`src/rtl/id_stage.sv`:
```
// id_stage: RV32I decode stage with a one-entry registered output slot
package id_stage_pkg;
  typedef enum logic [3:0] {
    ALU_ADD, ALU_SUB, ALU_AND, ALU_OR, ALU_XOR, ALU_SLL, ALU_SRL, ALU_SRA,
    ALU_SLT, ALU_SLTU, ALU_EQ, ALU_NE, ALU_GES, ALU_GEU
  } alu_opcode_e;
endpackage

module id_stage import id_stage_pkg::*; #(
  parameter int DATA_WIDTH = 32,
  parameter int REG_ADDR_WIDTH = 5
) (
  input  logic                      clk_i,
  input  logic                      rst_ni,
  input  logic                      flush_i,
  input  logic                      if_valid_i,
  output logic                      if_ready_o,
  input  logic [DATA_WIDTH-1:0]     if_instr_i,
  input  logic [DATA_WIDTH-1:0]     if_pc_i,
  output logic                      ex_valid_o,
  input  logic                      ex_ready_i,
  output alu_opcode_e               alu_operator_o,
  output logic [1:0]                op_a_sel_o,
  output logic                      op_b_sel_o,
  output logic [DATA_WIDTH-1:0]     imm_o,
  output logic [REG_ADDR_WIDTH-1:0] rs1_addr_o,
  output logic [REG_ADDR_WIDTH-1:0] rs2_addr_o,
  output logic [REG_ADDR_WIDTH-1:0] rd_addr_o,
  output logic                      rd_we_o,
  output logic                      branch_o,
  output logic                      jump_o,
  output logic                      load_o,
  output logic                      store_o,
  output logic                      illegal_o,
  output logic [DATA_WIDTH-1:0]     pc_o
);
  typedef struct packed {
    alu_opcode_e               alu;
    logic [1:0]                a_sel;
    logic                      b_sel;
    logic [DATA_WIDTH-1:0]     imm;
    logic [REG_ADDR_WIDTH-1:0] rs1, rs2, rd;
    logic                      we, br, jmp, ld, st, ill;
    logic [DATA_WIDTH-1:0]     pc;
  } dec_t;
  typedef enum logic {EMPTY, FULL} slot_e;

  slot_e state;
  dec_t d, q;
  logic accept;
  logic [DATA_WIDTH-1:0] in;
  logic [6:0] opc, f7;
  logic [2:0] f3;

  // alt selects SUB/SRA; callers only raise it where the encoding allows
  function automatic alu_opcode_e arith(input logic [2:0] f, input logic alt);
    case (f)
      3'b000:  return alt ? ALU_SUB : ALU_ADD;
      3'b001:  return ALU_SLL;
      3'b010:  return ALU_SLT;
      3'b011:  return ALU_SLTU;
      3'b100:  return ALU_XOR;
      3'b101:  return alt ? ALU_SRA : ALU_SRL;
      3'b110:  return ALU_OR;
      default: return ALU_AND;
    endcase
  endfunction

  assign in  = if_instr_i;
  assign opc = in[6:0];
  assign f3  = in[14:12];
  assign f7  = in[31:25];

  always_comb begin
    d = '0;
    d.rs1 = in[19:15];
    d.rs2 = in[24:20];
    d.rd  = in[11:7];
    d.pc  = if_pc_i;
    case (opc)
      7'b0010011: begin
        d.b_sel = 1'b1;
        d.we = 1'b1;
        d.alu = arith(f3, in[30] && f3 == 3'b101);
        d.imm = (f3 == 3'b001 || f3 == 3'b101) ? {{(DATA_WIDTH-5){1'b0}}, in[24:20]}
                                               : {{(DATA_WIDTH-12){in[31]}}, in[31:20]};
        d.ill = (f3 == 3'b001 && f7 != 7'd0) ||
                (f3 == 3'b101 && f7 != 7'd0 && f7 != 7'b0100000);
      end
      7'b0110011: begin
        d.we = 1'b1;
        d.alu = arith(f3, in[30]);
        d.ill = !(f7 == 7'd0 || (f7 == 7'b0100000 && (f3 == 3'b000 || f3 == 3'b101)));
      end
      7'b0110111, 7'b0010111: begin
        d.a_sel = opc[5] ? 2'd2 : 2'd1;
        d.b_sel = 1'b1;
        d.we = 1'b1;
        d.imm = {in[31:12], 12'b0};
      end
      7'b1101111: begin
        d.a_sel = 2'd1;
        d.b_sel = 1'b1;
        d.we = 1'b1;
        d.jmp = 1'b1;
        d.imm = {{(DATA_WIDTH-20){in[31]}}, in[19:12], in[20], in[30:21], 1'b0};
      end
      7'b1100111: begin
        d.b_sel = 1'b1;
        d.we = 1'b1;
        d.jmp = 1'b1;
        d.imm = {{(DATA_WIDTH-12){in[31]}}, in[31:20]};
        d.ill = f3 != 3'b000;
      end
      7'b1100011: begin
        d.br = 1'b1;
        d.imm = {{(DATA_WIDTH-12){in[31]}}, in[7], in[30:25], in[11:8], 1'b0};
        d.alu = f3 == 3'b000 ? ALU_EQ : f3 == 3'b001 ? ALU_NE : f3 == 3'b100 ? ALU_SLT :
                f3 == 3'b101 ? ALU_GES : f3 == 3'b110 ? ALU_SLTU : ALU_GEU;
        d.ill = f3[2:1] == 2'b01;
      end
      7'b0000011: begin
        d.b_sel = 1'b1;
        d.we = 1'b1;
        d.ld = 1'b1;
        d.imm = {{(DATA_WIDTH-12){in[31]}}, in[31:20]};
      end
      7'b0100011: begin
        d.b_sel = 1'b1;
        d.st = 1'b1;
        d.imm = {{(DATA_WIDTH-12){in[31]}}, in[31:25], in[11:7]};
      end
      default: d.ill = 1'b1;
    endcase
    if (d.ill) begin
      d.alu = ALU_ADD;
      {d.we, d.br, d.jmp, d.ld, d.st} = '0;
    end
    if (d.rd == '0) d.we = 1'b0;
  end

  assign ex_valid_o = state == FULL;
  assign if_ready_o = !ex_valid_o || ex_ready_i;
  assign accept     = if_valid_i && if_ready_o && !flush_i;

  always_ff @(posedge clk_i or negedge rst_ni) begin
    if (!rst_ni) begin
      state <= EMPTY;
      q <= '0;
    end else if (flush_i) state <= EMPTY;
    else if (accept) begin
      state <= FULL;
      q <= d;
    end else if (ex_ready_i) state <= EMPTY;
  end

  assign alu_operator_o = q.alu;
  assign op_a_sel_o     = q.a_sel;
  assign op_b_sel_o     = q.b_sel;
  assign imm_o          = q.imm;
  assign rs1_addr_o     = q.rs1;
  assign rs2_addr_o     = q.rs2;
  assign rd_addr_o      = q.rd;
  assign rd_we_o        = q.we;
  assign branch_o       = q.br;
  assign jump_o         = q.jmp;
  assign load_o         = q.ld;
  assign store_o        = q.st;
  assign illegal_o      = q.ill;
  assign pc_o           = q.pc;
endmodule

```
`config.mk`:
```
export PLATFORM = sky130hd
export DESIGN_NAME = id_stage
export DESIGN_NICKNAME = d
export VERILOG_FILES = /design/src/rtl/id_stage.sv
export SDC_FILE = /design/constraint.sdc
export NUM_CORES = 1
export LEC_CHECK = 0
export CORE_UTILIZATION = 47
export DETAILED_ROUTE_END_ITERATION = 6
export PLACE_DENSITY_LB_ADDON = 0.25
export REMOVE_ABC_BUFFERS = 1
export SLEW_MARGIN = 40
export SYNTH_ARGS = -nofsm -noshare
export SYNTH_HDL_FRONTEND = slang
export SYNTH_SLANG_ARGS = --single-unit
```
`constraint.sdc`:
```
create_clock -name clk_i -period 4.7 [get_ports clk_i]
set_input_delay 0.47 -clock clk_i [delete_from_list [all_inputs] [get_ports clk_i]]
set_output_delay 0.47 -clock clk_i [all_outputs]
set_load 0.05 [all_outputs]
```
# ---- After elaboration in Yosys (flattened, before gate mapping)
# Index checks and enable logic that the tools add are counted.
dict set report op_classes {
  eq_ne 18
  mux 29
  bitwise 1
  n_reduce_logical 28
}
# cell count
set ops {}
lappend ops {{$pmux W32 S6} 1}
lappend ops {{$pmux W4 S7} 2}
lappend ops {{$mux W32} 1}
lappend ops {{$eq A7 B6 Y1 const B} 4}
lappend ops {{$eq A7 B7 Y1 const B} 3}
lappend ops {{$mux W3} 5}
lappend ops {{$eq A7 B5 Y1 const B} 2}
lappend ops {{$mux W1} 14}
lappend ops {{$reduce_or A7 Y1} 2}
lappend ops {{$pmux W4 S3} 1}
lappend ops {{$eq A3 B3 Y1 const B} 3}
lappend ops {{$eq A7 B2 Y1 const B} 1}
lappend ops {{$logic_and A1 B1 Y1} 7}
lappend ops {{$logic_not A7 Y1} 1}
lappend ops {{$ne A7 B6 Y1 const B} 1}
lappend ops {{$reduce_bool A7 Y1} 1}
lappend ops {{$eq A3 B2 Y1 const B} 2}
lappend ops {{$reduce_bool A3 Y1} 2}
lappend ops {{$reduce_or A2 Y1} 3}
lappend ops {{$logic_not A5 Y1} 1}
lappend ops {{$logic_or A1 B1 Y1} 5}
lappend ops {{$mux W5} 1}
lappend ops {{$pmux W1 S5} 1}
lappend ops {{$reduce_or A5 Y1} 1}
lappend ops {{other kinds (9)} 11}
dict set report totals {
  ff_bits 93
  in_bits 69
  word_cells 91
}

# ---- Logic depth before layout (Yosys ltp)
dict set report logic_depth {
  depth_word 8
  ltp_mapped 7
  mapped_depth_nobuf 6
}

# ---- Worst setup path before layout
# No wires, ideal clock.
dict set report synth_timing {
  path_kind {flip-flop to flip-flop}
  start {reg state, in the netlist ex_valid_o}
  end {reg q, in the netlist alu_operator_o[0]}
  setup_time_ns 0.068
  arrival_ns 2.327
  required_ns 4.632
  slack_ns 2.304
  stages_incl_launch_ff 7
  n_path_buf 0
  synth_period_minus_slack_ns 2.396
  cell_sequence {dfrtp_1 -> nor2b_1 -> inv_1 -> nand3b_1 -> or4_4 -> nor3_4 -> a32o_1}
}
dict set report synth_between {
  elab_chain_len 5
}
# element line
set synth_lines {}
lappend synth_lines {{start: declaration} 48} ;# slot_e state;
lappend synth_lines {{start signal: assignment} 148} ;# state <= EMPTY;
lappend synth_lines {{start signal: assignment} 150} ;# end else if (flush_i) state <= EMPTY;
lappend synth_lines {{start signal: assignment} 152} ;# state <= FULL;
lappend synth_lines {{$logic_not A1 Y1} 143} ;# assign if_ready_o = !ex_valid_o || ex_ready_i;
lappend synth_lines {{$logic_or A1 B1 Y1} 143}
lappend synth_lines {{named net if_ready_o} 17} ;# output logic if_ready_o,
lappend synth_lines {{$logic_and A1 B1 Y1 (2 in a row)} 144} ;# assign accept = if_valid_i && if_ready_o && !flush_i;
lappend synth_lines {{$reduce_and A2 Y1 (no source line)} -}
lappend synth_lines {{end signal: assignment} 149} ;# q <= '0;
lappend synth_lines {{end signal: assignment} 153} ;# q <= d;
lappend synth_lines {{end: declaration} 49} ;# dec_t d, q;
# The timed path passes the listed nets, and every way through them passes these cells.
# A chain may end at the register's enable or synchronous reset.

# ---- Worst setup path in the final report
dict set report layout_timing {
  start {in if_instr_i[4]}
  end {reg q, in the netlist imm_o[30]}
}
dict set report layout_between {
  elab_chain_len 3
  elab_cells_between_ends 11
  cone_classes {8 x eq/ne; 1 x mux; 2 x reduce/logical}
}
# element line
set layout_lines {}
lappend layout_lines {{start: declaration} 18} ;# input logic [DATA_WIDTH-1:0] if_instr_i,
lappend layout_lines {{$eq A7 B2 Y1 (tied with other cells)} 80} ;# case (opc)
lappend layout_lines {{$reduce_or A2 Y1 (on tied branches)} -}
lappend layout_lines {{$pmux W32 S6 *} 80}
# Every way passes the cells marked *; elsewhere a longest branch is shown, timed or not.

==> impl_results.md <==
* Cell area after layout at 6070 sq um
* EDFF count, synth at 0
* Worst slew pin tran at 0.664 ns
* Pin count of the biggest net entering global routing at 94
* Cts hold-fix bufs at 0
* Worst ir drop on vdd at 186 uV
* Vias in the first global route at 3,631
* Count of antenna-violating nets left after detailed routing at 0
* Max-slew headroom at 55.7%
* First-pass GRT wire length at 17.8 mm
* CP Cell Sequence: clkdlybuf4s50_1 > or3b_4 > a21boi_2 > o2111ai_2 > or3b_1 > nand3_1
* Post-CTS Resized at 0
* Clock buffer count from CTS at 9
* Final Hold Slack at 0.0274 ns
* Final Instance Count excl. Fillers at 729
* Final WS setup at 1.88 ns
* Setup Buffers After CTS at 0
* H-tree lvl count at 3
* Die Ht at 96.4 um
* Mux share of post-synthesis cell area at 0%
* CTS tree: done
* Largest family of logic cells by synthesized area: simple AND/OR/NAND/NOR gates
* Period utilization at 60.1%
* Fillers at 711
* Pwr Density at 335 nW/um^2
* Synth Area in Compound Gates at 12.1%
* Synth async-reset ratio at 100%
* Die outline area at 9290 sq um
* Yosys cell types at 50
* Crit start category: input pin
* Root buf cell: clkbuf_8
* Seq/Total Area, Yosys at 55.6%
* Logic gate share of total power at 28.8%
* Simple-gate share of the synthesized area at 28.9%
* DR vias/cell at 5.35
* CP Max Fanout at 14
* Cell area after synthesis at 4190 sq um
* Placed Area at 5860 sq um
* Critical path's slowest cell: or3b_1
* Finished Core Util at 69.9%
* Run status: completed
* Synth Area in Adders at 0%
* DRC at 0
* Dpl cells at 713
* Sw frac at 34.7%
* Setup slack at placement at 1.55 ns
* GPL Wtd Cong at 0.920
* DP Wirelength at 8.10 mm
* First-pass iteration count of the detailed router at 5
* Clk Latency, worst-skew pair at 0.35 ns
* Top delay family on crit path: simple AND/OR/NAND/NOR gates
* Antenna Cells at 0
* Antenna violations before repair at 0
* #FFs+latches synth at 93
* Critical path buffer and inverter count at 1
* Hold Fails Final Rpt at 0
* Top-Level Pins at 163
* Most used flip-flop cell after synthesis: dfrtp_1
* Syn Area/Cell at 8.96 sq um
* Nets at 685
* Slowest stage delay, CP at 0.74 ns
* Clk pin slew, worst setup/hold paths at 0.09 ns
* Max Clk Rate at 0.354 GHz
* All-layer global routing usage at 25.1%
* Most frequent cells in the layout: nand2_1, clkdlybuf4s50_1, dfrtp_1
* Wire per inst at 15.9 um
* CTS sink count at 93
* WP data required at 4.99 ns
* Longest Clk Path Bufs at 2
* I/O Buffers at 162
* Fin crit period at 2.82 ns
* Yosys Warn Count at 0
* DRT iter0 DRCs at 229
* Layout area overhead at 45.0%
* Max cap viols at 0
* Die Span X at 96.4 um
* Share of layout cells above drive strength 1 at 6.76%
* Clk_skew at 0.00730 ns
* Endpoint class of the critical path: flip-flop
* P_leak at 2.82 nW
* HP Class: in2async
* Clock network power share at 26.9%
* Final slew viol count at 0
* Worst path arrival time at 3.11 ns
* Total gr overflow at 0
* RSZ-0062 raised after global routing: false
* Total Wirelength at 11.6 mm
* Post-Synth XOR/XNOR Area at 0.209%
* Initial Util at 48.2%
* Site row count at 34
* Total vias in the final route at 3,900
* Final Setup Violations at 0
* Core ar. at 8680 sq um
* Commonest non-fill, non-tap cell in the layout: nand2_1
* P_sw at 704 uW
* Kind of critical path: in2reg
* Mapped Cells at 467
* Sequential Power Share at 44.3%
* Cell-internal power at 1.33 mW
[power groups by stage]
| stage | Clock, mW | Combinational [mW] | Sequential [mW] |
|---|---|---|---|
| after floorplan | 0 | 0.0986 | 1.15 |
| after global placement | 0 | 0.579 | 0.911 |
| after detailed placement | 0 | 0.587 | 0.915 |
| after CTS | 0.565 | 0.589 | 0.899 |
| after global routing | 0.595 | 0.622 | 0.908 |
| final | 0.547 | 0.586 | 0.899 |
[cells by family after synthesis]
group                     count (synthesis)
and+or+nand+nor                         267
DFF                                      93
AOI/OAI and AO/OA                        75
buffers and inverters                    31
xor gates and xnor gates                  1
[through the flow]
| stage | TNS, ns | total power, mW |
|---|---|---|
| detailed placement | 0 | 1.50 |
| finish | 0 | 2.03 |
| global route | 0 | 2.12 |
| floorplan | -52.18 | 1.24 |
| global placement | 0 | 1.49 |
| CTS | 0 | 2.05 |
[area by class of cell]
| class | count | area, sq um | share of cell area (%) |
|---|---|---|---|
| Clock buffer | 11 | 141 | 2.33 |
| Clock inverter | 5 | 58.8 | 0.969 |
| Inverter | 3 | 11.3 | 0.186 |
| Multi-Input combinational cell | 343 | 1740 | 28.6 |
| Sequential cell | 93 | 2330 | 38.4 |
| Tap cell | 108 | 135 | 2.23 |
| Timing Repair Buffer | 166 | 1660 | 27.3 |
[Yosys cell counts, types with 3 or more instances]
master	count	area, sq um
a22oi_1	6	45.0
a21o_1	8	60.1
o31ai_1	3	22.5
inv_1	3	11.3
a32o_1	6	60.1
clkbuf_1	21	78.8
a21oi_1	16	80.1
nor3_1	3	15.0
dfrtp_1	93	2330
nand2_1	196	736
nand2b_1	4	25.0
nand3_1	15	75.1
a211oi_1	3	22.5
o21ai_0	20	100
nand3_2	10	100
nand3b_1	5	37.5
buf_2	6	30.0
nor2_1	15	56.3
[registers in the layout, summed over array words and instances (netlist names)]
register / flops
ex_valid_o: 1
jump_o: 1
rs1_addr_o: 5
rd_we_o: 1
store_o: 1
rs2_addr_o: 5
illegal_o: 1
load_o: 1
alu_operator_o: 4
rd_addr_o: 5
pc_o: 32
branch_o: 1
op_a_sel_o: 2
imm_o: 32
op_b_sel_o: 1
[routing by layer]
layer,vias to the layer above,global-route usage [%],wire (um)
met3,12,6.24,986
met2,162,41.3,5520
li1,1863,-,-
met4,0,6.99,125
met5,-,0,0
met1,1863,33.1,4960
[worst paths after layout]
kind                               startpoint  slack (ns)  cells past startpoint          to
worst max-delay path            if_instr_i[4]        1.88                      6   imm_o[30]
worst min-delay path                   rst_ni        0.03                      1  ex_valid_o
worst max register to register     ex_valid_o        2.27                      5   imm_o[30]
worst min register to register       pc_o[12]        0.48                      2    pc_o[12]
max in group asynchronous              rst_ni        3.77                      2   imm_o[18]
min in group clk_i                   pc_o[12]        0.48                      2    pc_o[12]
(Power assumes the default switching activity.)
